<file path="src/rtl/w_route_ctrl_pkg.sv">
// Shared xbar write-path types: W-routing FSM states, B completion record
// and the slave-select decode helper.
package w_route_ctrl_pkg;

  localparam int XB_ID_WIDTH   = 4;
  localparam int XB_NUM_SLAVES = 2;
  localparam int XB_SEL_WIDTH  = (XB_NUM_SLAVES > 1) ? $clog2(XB_NUM_SLAVES) : 1;

  typedef enum logic {
    IDLE = 1'b0,
    DATA = 1'b1
  } w_state_e;

  typedef struct packed {
    logic [XB_ID_WIDTH-1:0]  id;
    logic [XB_SEL_WIDTH-1:0] sel;
    logic                    decerr;
  } b_rec_t;

  // Everything at and above the select LSB. The low bits index the slave;
  // any value past the last slave (including aliases in higher bits) is a
  // decode error.
  function automatic logic [63:0] slave_sel(input logic [63:0] addr,
                                            input int unsigned lsb);
    return addr >> lsb;
  endfunction

endpackage

</file>
<file path="src/rtl/w_route_ctrl.sv">
// Per-master W routing controller: pops the AW FIFO front, steers exactly
// AWLEN+1 W beats to the decoded slave, generates slave WLAST and pushes a
// completion record to the B routing queue.
module w_route_ctrl
  import w_route_ctrl_pkg::*;
#(
  parameter int ID_WIDTH   = XB_ID_WIDTH,
  parameter int ADDR_WIDTH = 32,
  parameter int LEN_WIDTH  = 4,
  parameter int DATA_WIDTH = 32,
  parameter int NUM_SLAVES = XB_NUM_SLAVES,
  parameter int SEL_LSB    = 28,
  localparam int SEL_WIDTH = (NUM_SLAVES > 1) ? $clog2(NUM_SLAVES) : 1
) (
  input  logic                    ACLK,
  input  logic                    ARESETn,
  input  logic                    fifo_empty,
  output logic                    fifo_pop,
  input  logic [ID_WIDTH-1:0]     front_AWID,
  input  logic [ADDR_WIDTH-1:0]   front_AWADDR,
  input  logic [LEN_WIDTH-1:0]    front_AWLEN,
  input  logic [DATA_WIDTH-1:0]   WDATA,
  input  logic [DATA_WIDTH/8-1:0] WSTRB,
  input  logic                    WLAST,
  input  logic                    WVALID,
  output logic                    WREADY,
  output logic [DATA_WIDTH-1:0]   S_WDATA,
  output logic [DATA_WIDTH/8-1:0] S_WSTRB,
  output logic                    S_WLAST,
  output logic [NUM_SLAVES-1:0]   S_WVALID,
  input  logic [NUM_SLAVES-1:0]   S_WREADY,
  input  logic                    b_full,
  output logic                    b_push,
  output logic [ID_WIDTH-1:0]     b_id,
  output logic [SEL_WIDTH-1:0]    b_sel,
  output logic                    b_decerr,
  output logic                    wlast_err
);

  w_state_e              state_q, state_d;
  logic [ID_WIDTH-1:0]   id_q, id_d;
  logic [LEN_WIDTH-1:0]  len_q, len_d;
  logic [LEN_WIDTH-1:0]  cnt_q, cnt_d;
  logic [SEL_WIDTH-1:0]  sel_q, sel_d;
  logic                  decerr_q, decerr_d;
  b_rec_t                rec_q, rec_d;
  logic                  b_push_q, b_push_d;
  logic                  wlast_err_q, wlast_err_d;

  logic                  pop_c, wready_c, swlast_c, hs, is_last;
  logic [NUM_SLAVES-1:0] swvalid_c;
  logic [63:0]           sel_field;

  assign sel_field = slave_sel(64'(front_AWADDR), SEL_LSB);
  assign is_last   = (cnt_q == len_q);

  // Next-state, burst bookkeeping and W steering.
  always_comb begin
    state_d     = state_q;
    id_d        = id_q;
    len_d       = len_q;
    cnt_d       = cnt_q;
    sel_d       = sel_q;
    decerr_d    = decerr_q;
    rec_d       = rec_q;
    b_push_d    = 1'b0;
    wlast_err_d = 1'b0;
    pop_c       = 1'b0;
    wready_c    = 1'b0;
    swlast_c    = 1'b0;
    swvalid_c   = '0;
    hs          = 1'b0;
    case (state_q)
      IDLE: begin
        // b_full only gates the start: a burst pushes one record at most.
        if (!fifo_empty && !b_full) begin
          pop_c    = 1'b1;
          id_d     = front_AWID;
          len_d    = front_AWLEN;
          sel_d    = SEL_WIDTH'(sel_field);
          decerr_d = (sel_field >= 64'(NUM_SLAVES));
          cnt_d    = '0;
          state_d  = DATA;
        end
      end
      DATA: begin
        swlast_c = is_last;
        if (decerr_q) begin
          wready_c = 1'b1;        // sink beats of an unroutable burst
        end else begin
          wready_c         = S_WREADY[sel_q];
          swvalid_c[sel_q] = WVALID;
        end
        hs = WVALID & wready_c;
        if (hs) begin
          cnt_d       = cnt_q + LEN_WIDTH'(1);
          wlast_err_d = (WLAST != is_last);
          if (is_last) begin
            b_push_d = 1'b1;
            rec_d    = '{id: XB_ID_WIDTH'(id_q), sel: XB_SEL_WIDTH'(sel_q), decerr: decerr_q};
            state_d  = IDLE;
          end
        end
      end
      default: state_d = IDLE;
    endcase
  end

  // State and latched burst fields; synchronous active-low reset.
  always_ff @(posedge ACLK) begin
    if (!ARESETn) begin
      state_q     <= IDLE;
      id_q        <= '0;
      len_q       <= '0;
      cnt_q       <= '0;
      sel_q       <= '0;
      decerr_q    <= 1'b0;
      rec_q       <= '0;
      b_push_q    <= 1'b0;
      wlast_err_q <= 1'b0;
    end else begin
      state_q     <= state_d;
      id_q        <= id_d;
      len_q       <= len_d;
      cnt_q       <= cnt_d;
      sel_q       <= sel_d;
      decerr_q    <= decerr_d;
      rec_q       <= rec_d;
      b_push_q    <= b_push_d;
      wlast_err_q <= wlast_err_d;
    end
  end

  // Handshake outputs are held low while reset is asserted so no FIFO entry
  // is consumed and no beat is accepted before the reset edge lands.
  assign fifo_pop  = ARESETn & pop_c;
  assign WREADY    = ARESETn & wready_c;
  assign S_WVALID  = ARESETn ? swvalid_c : '0;
  assign S_WLAST   = ARESETn & swlast_c;
  assign S_WDATA   = WDATA;
  assign S_WSTRB   = WSTRB;
  assign b_push    = b_push_q;
  assign b_id      = ID_WIDTH'(rec_q.id);
  assign b_sel     = SEL_WIDTH'(rec_q.sel);
  assign b_decerr  = rec_q.decerr;
  assign wlast_err = wlast_err_q;

endmodule

</file>
<file path="config.mk">
export PLATFORM = sky130hd
export DESIGN_NAME = w_route_ctrl
export DESIGN_NICKNAME = d
export VERILOG_FILES = /design/src/rtl/w_route_ctrl_pkg.sv /design/src/rtl/w_route_ctrl.sv
export SDC_FILE = /design/constraint.sdc
export NUM_CORES = 1
export LEC_CHECK = 0
export ABC_AREA = 1
export CAP_MARGIN = 20
export CORE_MARGIN = 5
export CORE_UTILIZATION = 27
export DETAILED_ROUTE_END_ITERATION = 8
export GPL_TIMING_DRIVEN = 0
export PLACE_DENSITY = 0.88
export SYNTH_ARGS = -nofsm -noshare
export SYNTH_HDL_FRONTEND = slang
export SYNTH_SLANG_ARGS = --single-unit
</file>
<file path="constraint.sdc">
create_clock -name ACLK -period 1.1 [get_ports ACLK]
set_input_delay 0.165 -clock ACLK [delete_from_list [all_inputs] [get_ports ACLK]]
set_output_delay 0.165 -clock ACLK [all_outputs]
set_load 0.02 [all_outputs]
</file>
==> summary.md <==
| Metric | Value |
|---|---|
| Critical path type | flop to output port |
| Slew HR | 69.8% |
| Worst R2R Start | cnt_q[0]$_SDFFE_PN0P_ |
| Synth Warn # | 0 |
| Hold Crit Depth | 3 |
| Worst Path Required | 940 ps |
| Worst skew pair latency | 270 ps |
| GR Util All Layers | 12.6% |
| Via Count | 1,471 |
| Worst path slowest cell | dfxtp_4 |
| Hold path startpoint | WVALID |
| Internal | 0.00155 W |
| Gpl congestion | 0.776 |
| Failing checks | setup timing |
| Die area | 6520 um2 |
| Clk root buf | clkbuf_8 |
| WP buf/inv | 2 |
| Reg2Reg Capture Point | b_id[2]$_SDFFE_PN0P_ |
| CTS Buffer Depth | 2 |
| Critical Path Max Stage Delay | 380 ps |
| Clock power share | 24.0% |
| Leakage | 1.08 nW |
| Comb power frac | 36.1% |
| CTS tree | yes |
| Synth Instances | 183 |
| Gr ovfl total | 0 |
| Largest net degree at the start of global routing | 15 |
| Final Hold Vio Count | 0 |
| Status | finished with violations |
| Vias in the first global route | 1,517 |
| 1st-iter DRT viols | 54 |
| Syn Std Cell Area | 1350 um2 |
| H-tree depth | 1 |
| Fin util | 52.3% |
| Cell variety after synth | 24 |
| Syn_nets | 268 |
| Switch share | 31.4% |
| Startpoint types | flop |
| Sequential share of power | 39.9% |
| Seq/Total Area, Yosys | 34.0% |
| Clock slew at reported path FFs | 90 ps |
| Post-route DRC violation count | 0 |
| Crit-path max FO | 3 |
| Finished Cell Area | 2500 um2 |
| Hold-fix buffers, CTS | 0 |
| Total of max-cap violations | 0 |
| Filler Cell Count | 461 |
| Fin. max-slew vios | 0 |
| Die width | 80.8 um |
| Layout cells sized above 1 | 48.4% |
| NumNets Final | 361 |
| Reg2Reg Depth | 9 |
| Pwr/cell area | 905 nW/um2 |
| Post-DP HPWL | 2950 um |
| Mean area per synthesized cell | 7.39 um2 |
| Register bit count reported by yosys | 23 |
| Initial antenna violation count | 0 |
| Fmax | 714 MHz |
| Max VDD drop | 0.000542 V |
| Core area | 4790 um2 |
| RSZ-0062 raised after global routing | yes |
| Worst Setup Slack, final | -301 ps |
| Final setup viols | 16 |
| First-pass GRT wire length | 6430 um |
| Critical Path End Type | output port |
| Placed cell area | 2170 um2 |
| DR pass1 iterations | 4 |
| R2R setup slack | -180 ps |
| Tmin final | 1400 ps |
| Family with the most delay on the worst path | simple AND/OR/NAND/NOR gates |
| Diodes inserted | 0 |
| Wire per inst | 12.6 um |
| Arr. time, crit path | 1240 ps |
| Die outline height | 80.8 um |
| Post-Place Setup Slack | -1080 ps |
| Total CTS buffers | 3 |
| CTS Sinks | 23 |
| DRT Wirelength | 4320 um |
| Antenna Nets Post-Route | 0 |
| Area grow syn2layout | 84.9% |
| Worst-margin pin slew | 454 ps |
| Post-DR vias/cell | 4.30 |
| Rows | 25 |
| Hold Crit Class | input pin to flop |
| Period utilisation layout | 127% |
| CP Cell Sequence | inv_2 > nand2_2 > nand2_2 > nor2_4 > nand2_4 > nor2_4 > buf_6 |
| Starting Density | 28.3% |
| WHS | 370 ps |
| Ports | 133 |
| WHS Endpoint | wlast_err$_SDFF_PN0_ |
| Psw | 0.000711 W |
| Buffers on Ports | 68 |
| Worst Clk Skew | 7.10 ps |
| Overall power | 0.00226 W |
==> power by group through the flow <==
stage | combinational, W | sequential, W | clock (W)
2_1_floorplan | 0.000401 | 0.000925 | 0
3_3_place_gp | 0.000671 | 0.000916 | 0
3_5_place_dp | 0.000682 | 0.000918 | 0
4_1_cts | 0.000779 | 0.000895 | 0.000557
5_1_grt | 0.000873 | 0.000908 | 0.000604
6_report | 0.000818 | 0.000903 | 0.000544
==> through the flow <==
| stage | cells | setup TNS (ps) |
|---|---|---|
| 3_3_place_gp | 318 | -12110 |
| 6_report | 342 | -2400 |
| 5_1_grt | 342 | -3530 |
| 3_5_place_dp | 318 | -13060 |
| 4_1_cts | 339 | -1960 |
| 2_1_floorplan | 183 | -90.1 |
==> metal layers <==
layer	up-vias	share of wire [%]	GRT usage, %
met3	2	8.0	4.32
li1	730	-	-
met4	0	0.30	3.04
met2	64	55	24.0
met5	-	0	0
met1	675	37	13.2
==> tightest hold or removal path, stage by stage <==
cell and delay [ps]:
dlygate4sd2_1 290, nand3_1 100, nor2_1 30
==> layout by cell type (no fill, tap or decap), types with 2 or more instances in the layout <==
| master | netlist | routed |
|---|---|---|
| buf_4 | 37 | 54 |
| clkdlybuf4s50_1 | 0 | 51 |
| nand2_1 | 26 | 15 |
| nand2_2 | 3 | 13 |
| nor2_1 | 23 | 13 |
| a21oi_1 | 13 | 12 |
| dfxtp_1 | 23 | 12 |
| inv_1 | 15 | 10 |
| buf_6 | 0 | 9 |
| inv_2 | 4 | 8 |
| nor2_4 | 2 | 8 |
| o21ai_1 | 1 | 6 |
| nand4_1 | 6 | 6 |
| dfxtp_2 | 0 | 6 |
| nor2_2 | 1 | 5 |
| dfxtp_4 | 0 | 5 |
| clkbuf_8 | 0 | 4 |
| o21ai_0 | 11 | 4 |
| dlygate4sd2_1 | 0 | 4 |
| clkbuf_2 | 0 | 4 |
| nor3_4 | 0 | 2 |
| inv_4 | 0 | 2 |
| nand3_4 | 0 | 2 |
| nand2_4 | 1 | 2 |
| nor3_2 | 1 | 2 |
| o21ai_2 | 0 | 2 |
| xor2_1 | 2 | 2 |
| nand3_1 | 3 | 2 |
| clkdlybuf4s15_2 | 0 | 2 |
| clkdlybuf4s15_1 | 0 | 2 |
==> state kept, by name (all words and copies together) (netlist names) <==
name	count
b_decerr	1
b_id	4
b_push	1
b_sel	1
cnt_q	4
decerr_q	1
id_q	4
len_q	4
sel_q	1
state_q	1
wlast_err	1
==> Yosys cell counts, drive strengths merged <==
| cell type | number | area, um2 |
|---|---|---|
| nand3b | 1 | 20.0 |
| buf | 38 | 283 |
| nor2 | 27 | 135 |
| nor3 | 5 | 30.0 |
| o21ai | 12 | 60.1 |
| inv | 19 | 71.3 |
| a21oi | 13 | 65.1 |
| dfxtp | 23 | 460 |
| ha | 1 | 12.5 |
| nand3 | 4 | 25.0 |
| nand4 | 6 | 37.5 |
| nand2 | 30 | 128 |
| xor2 | 2 | 17.5 |
| clkbuf | 2 | 7.51 |
==> area by class of cell <==
cell class,count,area [um2],area share [%]
repair buffers,88,822,32.9
multi-input cells,101,677,27.1
flip-flops and latches,23,487,19.5
plain buffers,40,310,12.4
well taps,67,83.8,3.35
inverters,19,73.8,2.95
clock buffers,3,41.3,1.65
clock inverters,1,6.26,0.250
==> worst max path at each step <==
stage               cells past startpoint          end                   from
floorplan                               4     fifo_pop     state_q$_SDFF_PN0_
global placement                        6     fifo_pop                 b_full
detailed placement                      5  S_WVALID[1]                ARESETn
CTS                                     7      S_WLAST  cnt_q[3]$_SDFFE_PN0P_
global route                            7      S_WLAST  cnt_q[0]$_SDFFE_PN0P_
finish                                  7      S_WLAST  cnt_q[0]$_SDFFE_PN0P_
==> timing repair <==
| action | 4_1_cts | 5_1_grt |
|---|---|---|
| pin swaps | 12 | 14 |
| gates resized for setup | 79 | 35 |
| setup endpoints to repair | 35 | 31 |
| setup buffers | 16 | 5 |
| gates cloned | 1 | 0 |
==> kinds of logic after synthesis <==
family | synth area share (%)
AOI/OAI and AO/OA | 9.25
xor gates and xnor gates | 1.30
adders and majority gates | 0.925
buffers and inverters | 26.7
DFF | 34.0
and+or+nand+nor | 27.8
Power figures use the tool's default switching activity.
